==> src/rtl/router_cluster_seq_if.sv <==
// Handshake bundle between the layer controller/PE array (master) and the
// west-side router-cluster phase sequencer (slave).
interface router_cluster_seq_if #(
    parameter int CNT_W = 10
);
    logic             start;
    logic             abort;
    logic [CNT_W-1:0] cfg_num_wght;
    logic [CNT_W-1:0] cfg_num_iact;
    logic [CNT_W-1:0] cfg_num_psum;
    logic             wght_beat;
    logic             iact_beat;
    logic             psum_beat;
    logic             compute_done;
    logic [3:0]       router_mode_wght;
    logic [3:0]       router_mode_iact;
    logic [3:0]       router_mode_psum;
    logic             busy;
    logic             done;
    logic [2:0]       phase;

    // Beats are plain strobes: one transfer per cycle the strobe is high while
    // the owning phase is active; there is no back-pressure towards the routers.
    modport master (
        output start, abort, cfg_num_wght, cfg_num_iact, cfg_num_psum,
        output wght_beat, iact_beat, psum_beat, compute_done,
        input  router_mode_wght, router_mode_iact, router_mode_psum,
        input  busy, done, phase
    );

    modport slave (
        input  start, abort, cfg_num_wght, cfg_num_iact, cfg_num_psum,
        input  wght_beat, iact_beat, psum_beat, compute_done,
        output router_mode_wght, router_mode_iact, router_mode_psum,
        output busy, done, phase
    );
endinterface

==> src/rtl/router_cluster_seq.sv <==
// Phase sequencer for one west router cluster: weight load, iact load,
// compute, psum drain, driving registered router_mode codes for each phase.
module router_cluster_seq #(
    parameter int         CNT_W          = 10,
    parameter logic [3:0] MODE_IDLE      = 4'd0,
    parameter logic [3:0] MODE_WGHT_LOAD = 4'd1,
    parameter logic [3:0] MODE_IACT_LOAD = 4'd1,
    parameter logic [3:0] MODE_PSUM_ACC  = 4'd2,
    parameter logic [3:0] MODE_PSUM_OUT  = 4'd3
) (
    input logic                  clk,
    input logic                  reset,
    router_cluster_seq_if.slave  bus
);
    typedef enum logic [2:0] {
        S_IDLE     = 3'd0,
        S_LOAD_W   = 3'd1,
        S_LOAD_A   = 3'd2,
        S_COMPUTE  = 3'd3,
        S_PSUM_OUT = 3'd4,
        S_DONE     = 3'd5
    } state_t;

    state_t           r_state;
    state_t           w_next;
    logic [CNT_W-1:0] r_num_w, r_num_a, r_num_p;
    logic [CNT_W-1:0] r_wcnt, r_acnt, r_pcnt;
    logic [3:0]       r_mode_w, r_mode_a, r_mode_p;
    logic [3:0]       w_mode_w, w_mode_a, w_mode_p;
    logic             r_busy, r_done;
    logic             w_accept;
    logic             w_w_last, w_a_last, w_p_last;

    assign w_accept = (r_state == S_IDLE) && bus.start && !bus.abort;
    // Terminal beat is detected by compare so a full-scale count never wraps.
    assign w_w_last = bus.wght_beat && (r_wcnt == r_num_w - CNT_W'(1));
    assign w_a_last = bus.iact_beat && (r_acnt == r_num_a - CNT_W'(1));
    assign w_p_last = bus.psum_beat && (r_pcnt == r_num_p - CNT_W'(1));

    always_comb begin
        w_next = r_state;
        case (r_state)
            S_IDLE: begin
                if (w_accept) begin
                    if (bus.cfg_num_wght != '0)      w_next = S_LOAD_W;
                    else if (bus.cfg_num_iact != '0) w_next = S_LOAD_A;
                    else                             w_next = S_COMPUTE;
                end
            end
            S_LOAD_W: begin
                if (w_w_last) w_next = (r_num_a != '0) ? S_LOAD_A : S_COMPUTE;
            end
            S_LOAD_A: begin
                if (w_a_last) w_next = S_COMPUTE;
            end
            S_COMPUTE: begin
                if (bus.compute_done) w_next = (r_num_p != '0) ? S_PSUM_OUT : S_DONE;
            end
            S_PSUM_OUT: begin
                if (w_p_last) w_next = S_DONE;
            end
            S_DONE:  w_next = S_IDLE;
            default: w_next = S_IDLE;
        endcase
        if (bus.abort) w_next = S_IDLE;
    end

    // Modes are decoded from the target state so they are valid with it.
    always_comb begin
        w_mode_w = MODE_IDLE;
        w_mode_a = MODE_IDLE;
        w_mode_p = MODE_IDLE;
        case (w_next)
            S_LOAD_W:   w_mode_w = MODE_WGHT_LOAD;
            S_LOAD_A:   w_mode_a = MODE_IACT_LOAD;
            S_COMPUTE:  w_mode_p = MODE_PSUM_ACC;
            S_PSUM_OUT: w_mode_p = MODE_PSUM_OUT;
            default: ;
        endcase
    end

    always_ff @(posedge clk or posedge reset) begin
        if (reset) begin
            r_state  <= S_IDLE;
            r_mode_w <= MODE_IDLE;
            r_mode_a <= MODE_IDLE;
            r_mode_p <= MODE_IDLE;
            r_busy   <= 1'b0;
            r_done   <= 1'b0;
        end else begin
            r_state  <= w_next;
            r_mode_w <= w_mode_w;
            r_mode_a <= w_mode_a;
            r_mode_p <= w_mode_p;
            r_busy   <= (w_next != S_IDLE);
            r_done   <= (w_next == S_DONE);
        end
    end

    always_ff @(posedge clk or posedge reset) begin
        if (reset) begin
            r_num_w <= '0;
            r_num_a <= '0;
            r_num_p <= '0;
            r_wcnt  <= '0;
            r_acnt  <= '0;
            r_pcnt  <= '0;
        end else if (bus.abort) begin
            r_wcnt  <= '0;
            r_acnt  <= '0;
            r_pcnt  <= '0;
        end else if (w_accept) begin
            r_num_w <= bus.cfg_num_wght;
            r_num_a <= bus.cfg_num_iact;
            r_num_p <= bus.cfg_num_psum;
            r_wcnt  <= '0;
            r_acnt  <= '0;
            r_pcnt  <= '0;
        end else begin
            if (r_state == S_LOAD_W   && bus.wght_beat) r_wcnt <= r_wcnt + CNT_W'(1);
            if (r_state == S_LOAD_A   && bus.iact_beat) r_acnt <= r_acnt + CNT_W'(1);
            if (r_state == S_PSUM_OUT && bus.psum_beat) r_pcnt <= r_pcnt + CNT_W'(1);
        end
    end

    assign bus.router_mode_wght = r_mode_w;
    assign bus.router_mode_iact = r_mode_a;
    assign bus.router_mode_psum = r_mode_p;
    assign bus.busy             = r_busy;
    assign bus.done             = r_done;
    assign bus.phase            = r_state;
endmodule

==> src/flat_wrapper.sv <==
// flat-port wrapper written by rule: the top's interface ports become plain ports
module router_cluster_seq_flat 
#(
    parameter int         CNT_W          = 10,
    parameter logic [3:0] MODE_IDLE      = 4'd0,
    parameter logic [3:0] MODE_WGHT_LOAD = 4'd1,
    parameter logic [3:0] MODE_IACT_LOAD = 4'd1,
    parameter logic [3:0] MODE_PSUM_ACC  = 4'd2,
    parameter logic [3:0] MODE_PSUM_OUT  = 4'd3
)
  (clk, reset, bus_start, bus_abort, bus_cfg_num_wght, bus_cfg_num_iact, bus_cfg_num_psum, bus_wght_beat, bus_iact_beat, bus_psum_beat, bus_compute_done, bus_router_mode_wght, bus_router_mode_iact, bus_router_mode_psum, bus_busy, bus_done, bus_phase);
  router_cluster_seq_if #(.CNT_W(CNT_W)) bus_i ();
  input logic clk;
  input logic reset;
  input wire logic [$bits(bus_i.start)-1:0] bus_start;
  input wire logic [$bits(bus_i.abort)-1:0] bus_abort;
  input wire logic [$bits(bus_i.cfg_num_wght)-1:0] bus_cfg_num_wght;
  input wire logic [$bits(bus_i.cfg_num_iact)-1:0] bus_cfg_num_iact;
  input wire logic [$bits(bus_i.cfg_num_psum)-1:0] bus_cfg_num_psum;
  input wire logic [$bits(bus_i.wght_beat)-1:0] bus_wght_beat;
  input wire logic [$bits(bus_i.iact_beat)-1:0] bus_iact_beat;
  input wire logic [$bits(bus_i.psum_beat)-1:0] bus_psum_beat;
  input wire logic [$bits(bus_i.compute_done)-1:0] bus_compute_done;
  output wire logic [$bits(bus_i.router_mode_wght)-1:0] bus_router_mode_wght;
  output wire logic [$bits(bus_i.router_mode_iact)-1:0] bus_router_mode_iact;
  output wire logic [$bits(bus_i.router_mode_psum)-1:0] bus_router_mode_psum;
  output wire logic [$bits(bus_i.busy)-1:0] bus_busy;
  output wire logic [$bits(bus_i.done)-1:0] bus_done;
  output wire logic [$bits(bus_i.phase)-1:0] bus_phase;
  assign bus_i.start = bus_start;
  assign bus_i.abort = bus_abort;
  assign bus_i.cfg_num_wght = bus_cfg_num_wght;
  assign bus_i.cfg_num_iact = bus_cfg_num_iact;
  assign bus_i.cfg_num_psum = bus_cfg_num_psum;
  assign bus_i.wght_beat = bus_wght_beat;
  assign bus_i.iact_beat = bus_iact_beat;
  assign bus_i.psum_beat = bus_psum_beat;
  assign bus_i.compute_done = bus_compute_done;
  assign bus_router_mode_wght = bus_i.router_mode_wght;
  assign bus_router_mode_iact = bus_i.router_mode_iact;
  assign bus_router_mode_psum = bus_i.router_mode_psum;
  assign bus_busy = bus_i.busy;
  assign bus_done = bus_i.done;
  assign bus_phase = bus_i.phase;
  router_cluster_seq #(.CNT_W(CNT_W), .MODE_IDLE(MODE_IDLE), .MODE_WGHT_LOAD(MODE_WGHT_LOAD), .MODE_IACT_LOAD(MODE_IACT_LOAD), .MODE_PSUM_ACC(MODE_PSUM_ACC), .MODE_PSUM_OUT(MODE_PSUM_OUT)) u_core (.clk(clk), .reset(reset), .bus(bus_i));
endmodule
==> config.mk <==
export PLATFORM = sky130hd
export DESIGN_NAME = router_cluster_seq_flat
export DESIGN_NICKNAME = d
export VERILOG_FILES = /design/src/rtl/router_cluster_seq_if.sv /design/src/rtl/router_cluster_seq.sv /design/src/flat_wrapper.sv
export SDC_FILE = /design/constraint.sdc
export NUM_CORES = 1
export LEC_CHECK = 0
export ABC_AREA = 0
export CORE_ASPECT_RATIO = 1.5
export CORE_MARGIN = 2
export CORE_UTILIZATION = 55
export DETAILED_ROUTE_END_ITERATION = 12
export HOLD_SLACK_MARGIN = 0.02
export PLACE_DENSITY_LB_ADDON = 0.05
export SLEW_MARGIN = 20
export SYNTH_ARGS = -nofsm -noshare
export SYNTH_HDL_FRONTEND = slang
export SYNTH_SLANG_ARGS = --single-unit
==> constraint.sdc <==
create_clock -name clk -period 3.4 [get_ports clk]
set_input_delay 0.34 -clock clk [delete_from_list [all_inputs] [get_ports clk]]
set_output_delay 0.34 -clock clk [all_outputs]
set_load 0.03 [all_outputs]
==> flow_metrics.env <==
export IMPL_ys_top_cells_by_area="sky130_fd_sc_hd__dfrtp_1 (43%), sky130_fd_sc_hd__mux2_2 (7.0%), sky130_fd_sc_hd__xor2_1 (6.5%)"
export IMPL_cap_violations=0
export IMPL_register_cell_area_after_layout_sq_um=1730
export IMPL_antenna_found_initial=0
export IMPL_number_of_buffers_created_by_cts=9
export IMPL_yosys_warnings=0
export IMPL_timing_max_slew_rel_slack=0.503
export IMPL_reg2reg_slack_ns=0.46
export IMPL_avgRoutedWirePerCell_microns=16.6
export IMPL_worst_endpoint_required_ns=3.64
export IMPL_critPathTopFamily="compound AO/OA/AOI/OAI gates"
export IMPL_multiInputGateArea_sq_um=2190
export IMPL_setup_worst_path_start_class="flip-flop"
export IMPL_yosysTopAreaCellShare=0.428
export IMPL_report_final_hold_viol_count=0
export IMPL_postSynthCellCount=407
export IMPL_critPathLaunch="u_core.r_num_a[2]"
export IMPL_hold_path_class="primary input to async pin"
export IMPL_area_delta_synth_final_pct=19.2
export IMPL_vias=3218
export IMPL_nFillCells=583
export IMPL_clock_root_buffer="sky130_fd_sc_hd__clkbuf_8"
export IMPL_firstDrtPassIters=5
export IMPL_routed_wirelength_mm=9.30
export IMPL_fin_crit_ns=2.94
export IMPL_place_hpwl_mm=6.95
export IMPL_floorplan_core_area_sq_um=7180
export IMPL_detail_route_vias_per_cell=5.76
export IMPL_cts_htree_levels=3
export IMPL_worstSetupEndpointType="flip-flop"
export IMPL_yosys_area_top_type="sky130_fd_sc_hd__dfrtp_1"
export IMPL_cellLeakagePower_nw=1.94
export IMPL_instances_no_fill=559
export IMPL_achievable_frequency_mhz=340
export IMPL_synth_cell_types=58
export IMPL_placementRows=38
export IMPL_crit_fanout=8
export IMPL_met2_length_mm=5.00
export IMPL_ratio_of_cells_with_drive_above_1_in_the_final_layout=0.129
export IMPL_io_buffers=46
export IMPL_tritoncts_num_sinks=69
export IMPL_grt_pass1_vias=3355
export IMPL_maxUsedRoutingLayer="met4"
export IMPL_route_layer_met1_wl_mm=3.78
export IMPL_r2r_start="u_core.r_num_a[2]"
export IMPL_synth_enable_flop_cells=0
export IMPL_drt_first_iter_violations=158
export IMPL_ys_dominant_reg_cell="sky130_fd_sc_hd__dfrtp_1"
export IMPL_grt_first_pass_wirelength_mm=15.5
export IMPL_met3_wire_length_microns=304
export IMPL_post_cts_resized_instances=0
export IMPL_setup_violations_final=0
export IMPL_synth_top_cells_by_count="sky130_fd_sc_hd__dfrtp_1 (69), sky130_fd_sc_hd__nor2_1 (37), sky130_fd_sc_hd__xor2_1 (30)"
export IMPL_syn_area_per_cell_sq_um=9.91
export IMPL_clockBufferDepth=2
export IMPL_clock_latency_on_the_worst_skew_pair_ns=0.36
export IMPL_slowest_delay_ns=0.59
export IMPL_gr_usage_all_layers=0.254
export IMPL_critPathArrivalTime_ns=3.18
export IMPL_setup_total_negative_slack_ns=0
export IMPL_cp_num_buf_inv=0
export IMPL_worst_setup_path_endpoint="u_core.bus.router_mode_psum[1]"
export IMPL_antenna_cells=0
export IMPL_path_depth=7
export IMPL_rsz0062_at_grt="false"
export IMPL_skew_ns=0.00913
export IMPL_powerDensity_nw_per_um2=497
export IMPL_cp_cell_sequence="or3_1 -> a2111oi_0 -> a311oi_1 -> a211oi_1 -> o2111ai_1 -> a31oi_2 -> mux2_1"
export IMPL_route_antenna_remaining_nets=0
export IMPL_ys_seq_elements=69
export IMPL_ctsHoldBuffers=0
export IMPL_fin_ws_ns=0.462
export IMPL_pre_cts_ws_ns=0.511
export IMPL_die_w_microns=73.9
export IMPL_finalMaxSlewViolations=0
export IMPL_cts_reportedPaths_clkPinSlew_ns=0.07
export IMPL_timing_critical_path_slowest_stage_cell="sky130_fd_sc_hd__a2111oi_0"
export IMPL_synth_seq_area_share=0.428
export IMPL_die_height_microns=109
export IMPL_outcome="completed"
export IMPL_postCtsSetupRepairBufs=0
export IMPL_initial_standard_cell_utilization_of_the_core=0.562
export IMPL_final_net_count=498
export IMPL_timing_worst_setup_path_type="flip-flop to flip-flop"
export IMPL_yosysMostFrequentCell="sky130_fd_sc_hd__dfrtp_1"
export IMPL_worst_slew_pin_transition_ns=0.726
export IMPL_postSynth_asyncResetShare=1.00
export IMPL_gp_congestion=0.883
export IMPL_detail_route_drc_violations=0
export IMPL_floorplan_die_area_sq_um=8050
export IMPL_largest_net_degree_at_the_start_of_global_routing=38
export IMPL_overflow=0
export IMPL_critical_path_reg2reg_endpoint="u_core.bus.router_mode_psum[1]"
export IMPL_final_period_utilization=0.864
export IMPL_io_pin_count=55
export IMPL_count_of_cells_along_the_worst_register_to_register_path=7
export IMPL_worst_ir_drop_vdd_mv=0.381
export IMPL_cts_tree="done"
export IMPL_numPlacedInstances=543
export IMPL_syn_area_sq_um=4040
## logic make-up (layout without fill, tap and decap cells)
| logic type | after synthesis | in the layout | share of synthesized area |
|---|---|---|---|
| AO/OA/AOI/OAI | 62 | 62 | 0.108 |
| XOR/XNOR | 53 | 53 | 0.115 |
| adder cells (fa/ha/maj) | 6 | 6 | 0.0186 |
| buffers and inverters | 32 | 77 | 0.0372 |
| flip-flops | 69 | 69 | 0.428 |
| multiplexers | 30 | 30 | 0.0825 |
| other | 1 | 8 | 0.000929 |
| AND/OR/NAND/NOR | 154 | 154 | 0.210 |
## routing by layer
layer,GRT usage,vias to the layer above
met5,0,-
met4,0.149,0
met3,0.0360,17
met2,0.439,71
met1,0.292,1577
li1,-,1553
## worst register-to-register path, cell delays in order, from the launching register on
cell and delay, ns:
sky130_fd_sc_hd__dfrtp_1 0.45, sky130_fd_sc_hd__or3_1 0.39, sky130_fd_sc_hd__a2111oi_0 0.59, sky130_fd_sc_hd__a311oi_1 0.21
sky130_fd_sc_hd__a211oi_1 0.28, sky130_fd_sc_hd__o2111ai_1 0.22, sky130_fd_sc_hd__a31oi_2 0.32, sky130_fd_sc_hd__mux2_1 0.36
## registers in the layout, indices dropped and copies added, names as in the netlist
signal                       count
u_core.bus.busy                  1
u_core.r_num_a                  10
u_core.bus.router_mode_psum      2
u_core.r_pcnt                   10
u_core.bus.phase                 3
u_core.bus.done                  1
u_core.r_wcnt                   10
u_core.bus.router_mode_iact      1
u_core.r_num_p                  10
u_core.bus.router_mode_wght      1
u_core.r_num_w                  10
u_core.r_acnt                   10
## power breakdown
part	internal (mW)	switching [mW]	total, mW
clock	0.451	0.311	0.762
combinational	0.284	0.278	0.562
sequential	0.916	0.148	1.06
total	1.65	0.737	2.39
## worst min path at each step
stage	from	to	slack, ns	cells after the start
2_1_floorplan	bus_abort	u_core.bus.phase[1]	0.41	1
3_3_place_gp	u_core.r_num_w[9]	u_core.r_num_w[9]	0.52	1
3_5_place_dp	u_core.r_num_w[9]	u_core.r_num_w[9]	0.52	1
4_1_cts	reset	u_core.bus.done	0.43	2
5_1_grt	reset	u_core.bus.done	0.50	2
6_report	reset	u_core.bus.done	0.41	2
## through the flow
stage	hold WS [ns]	power, mW	cell area [sq um]	util
floorplan	0.413	1.46	4060	-
global placement	0.518	1.63	4580	0.638
detailed placement	0.518	1.64	4580	0.638
CTS	0.426	2.40	4810	0.670
global route	0.501	2.52	4810	0.670
finish	0.413	2.39	4810	0.670
## cell usage in the layout (no fill, tap or decap), drive strengths merged, types with 4 or more instances in the layout
cell	Yosys	routed
nor4	7	7
ha	6	6
xor2	30	30
nor2b	4	4
o21ai	19	19
buf	11	4
a31oi	5	5
nor3	9	9
nand4	14	14
inv	11	11
clkdlybuf4s50	0	46
mux2	26	26
dfrtp	69	69
or3	11	11
a21oi	10	10
and2	5	5
nand3	11	11
and3	9	9
or4	5	5
xnor2	23	23
a211oi	6	6
nand2	22	22
or2	5	5
conb	1	8
mux2i	4	4
nor2	37	37
clkbuf	10	12
and4	4	4
## area by class of cell
type,instances,share of cell area
clock buffers,12,0.0323
clock inverters,4,0.0146
inverters,11,0.00859
multi-input cells,313,0.455
flip-flops and latches,69,0.359
well taps,100,0.0260
repair buffers,50,0.105
Note: power is estimated with default switching activity, not from simulation.
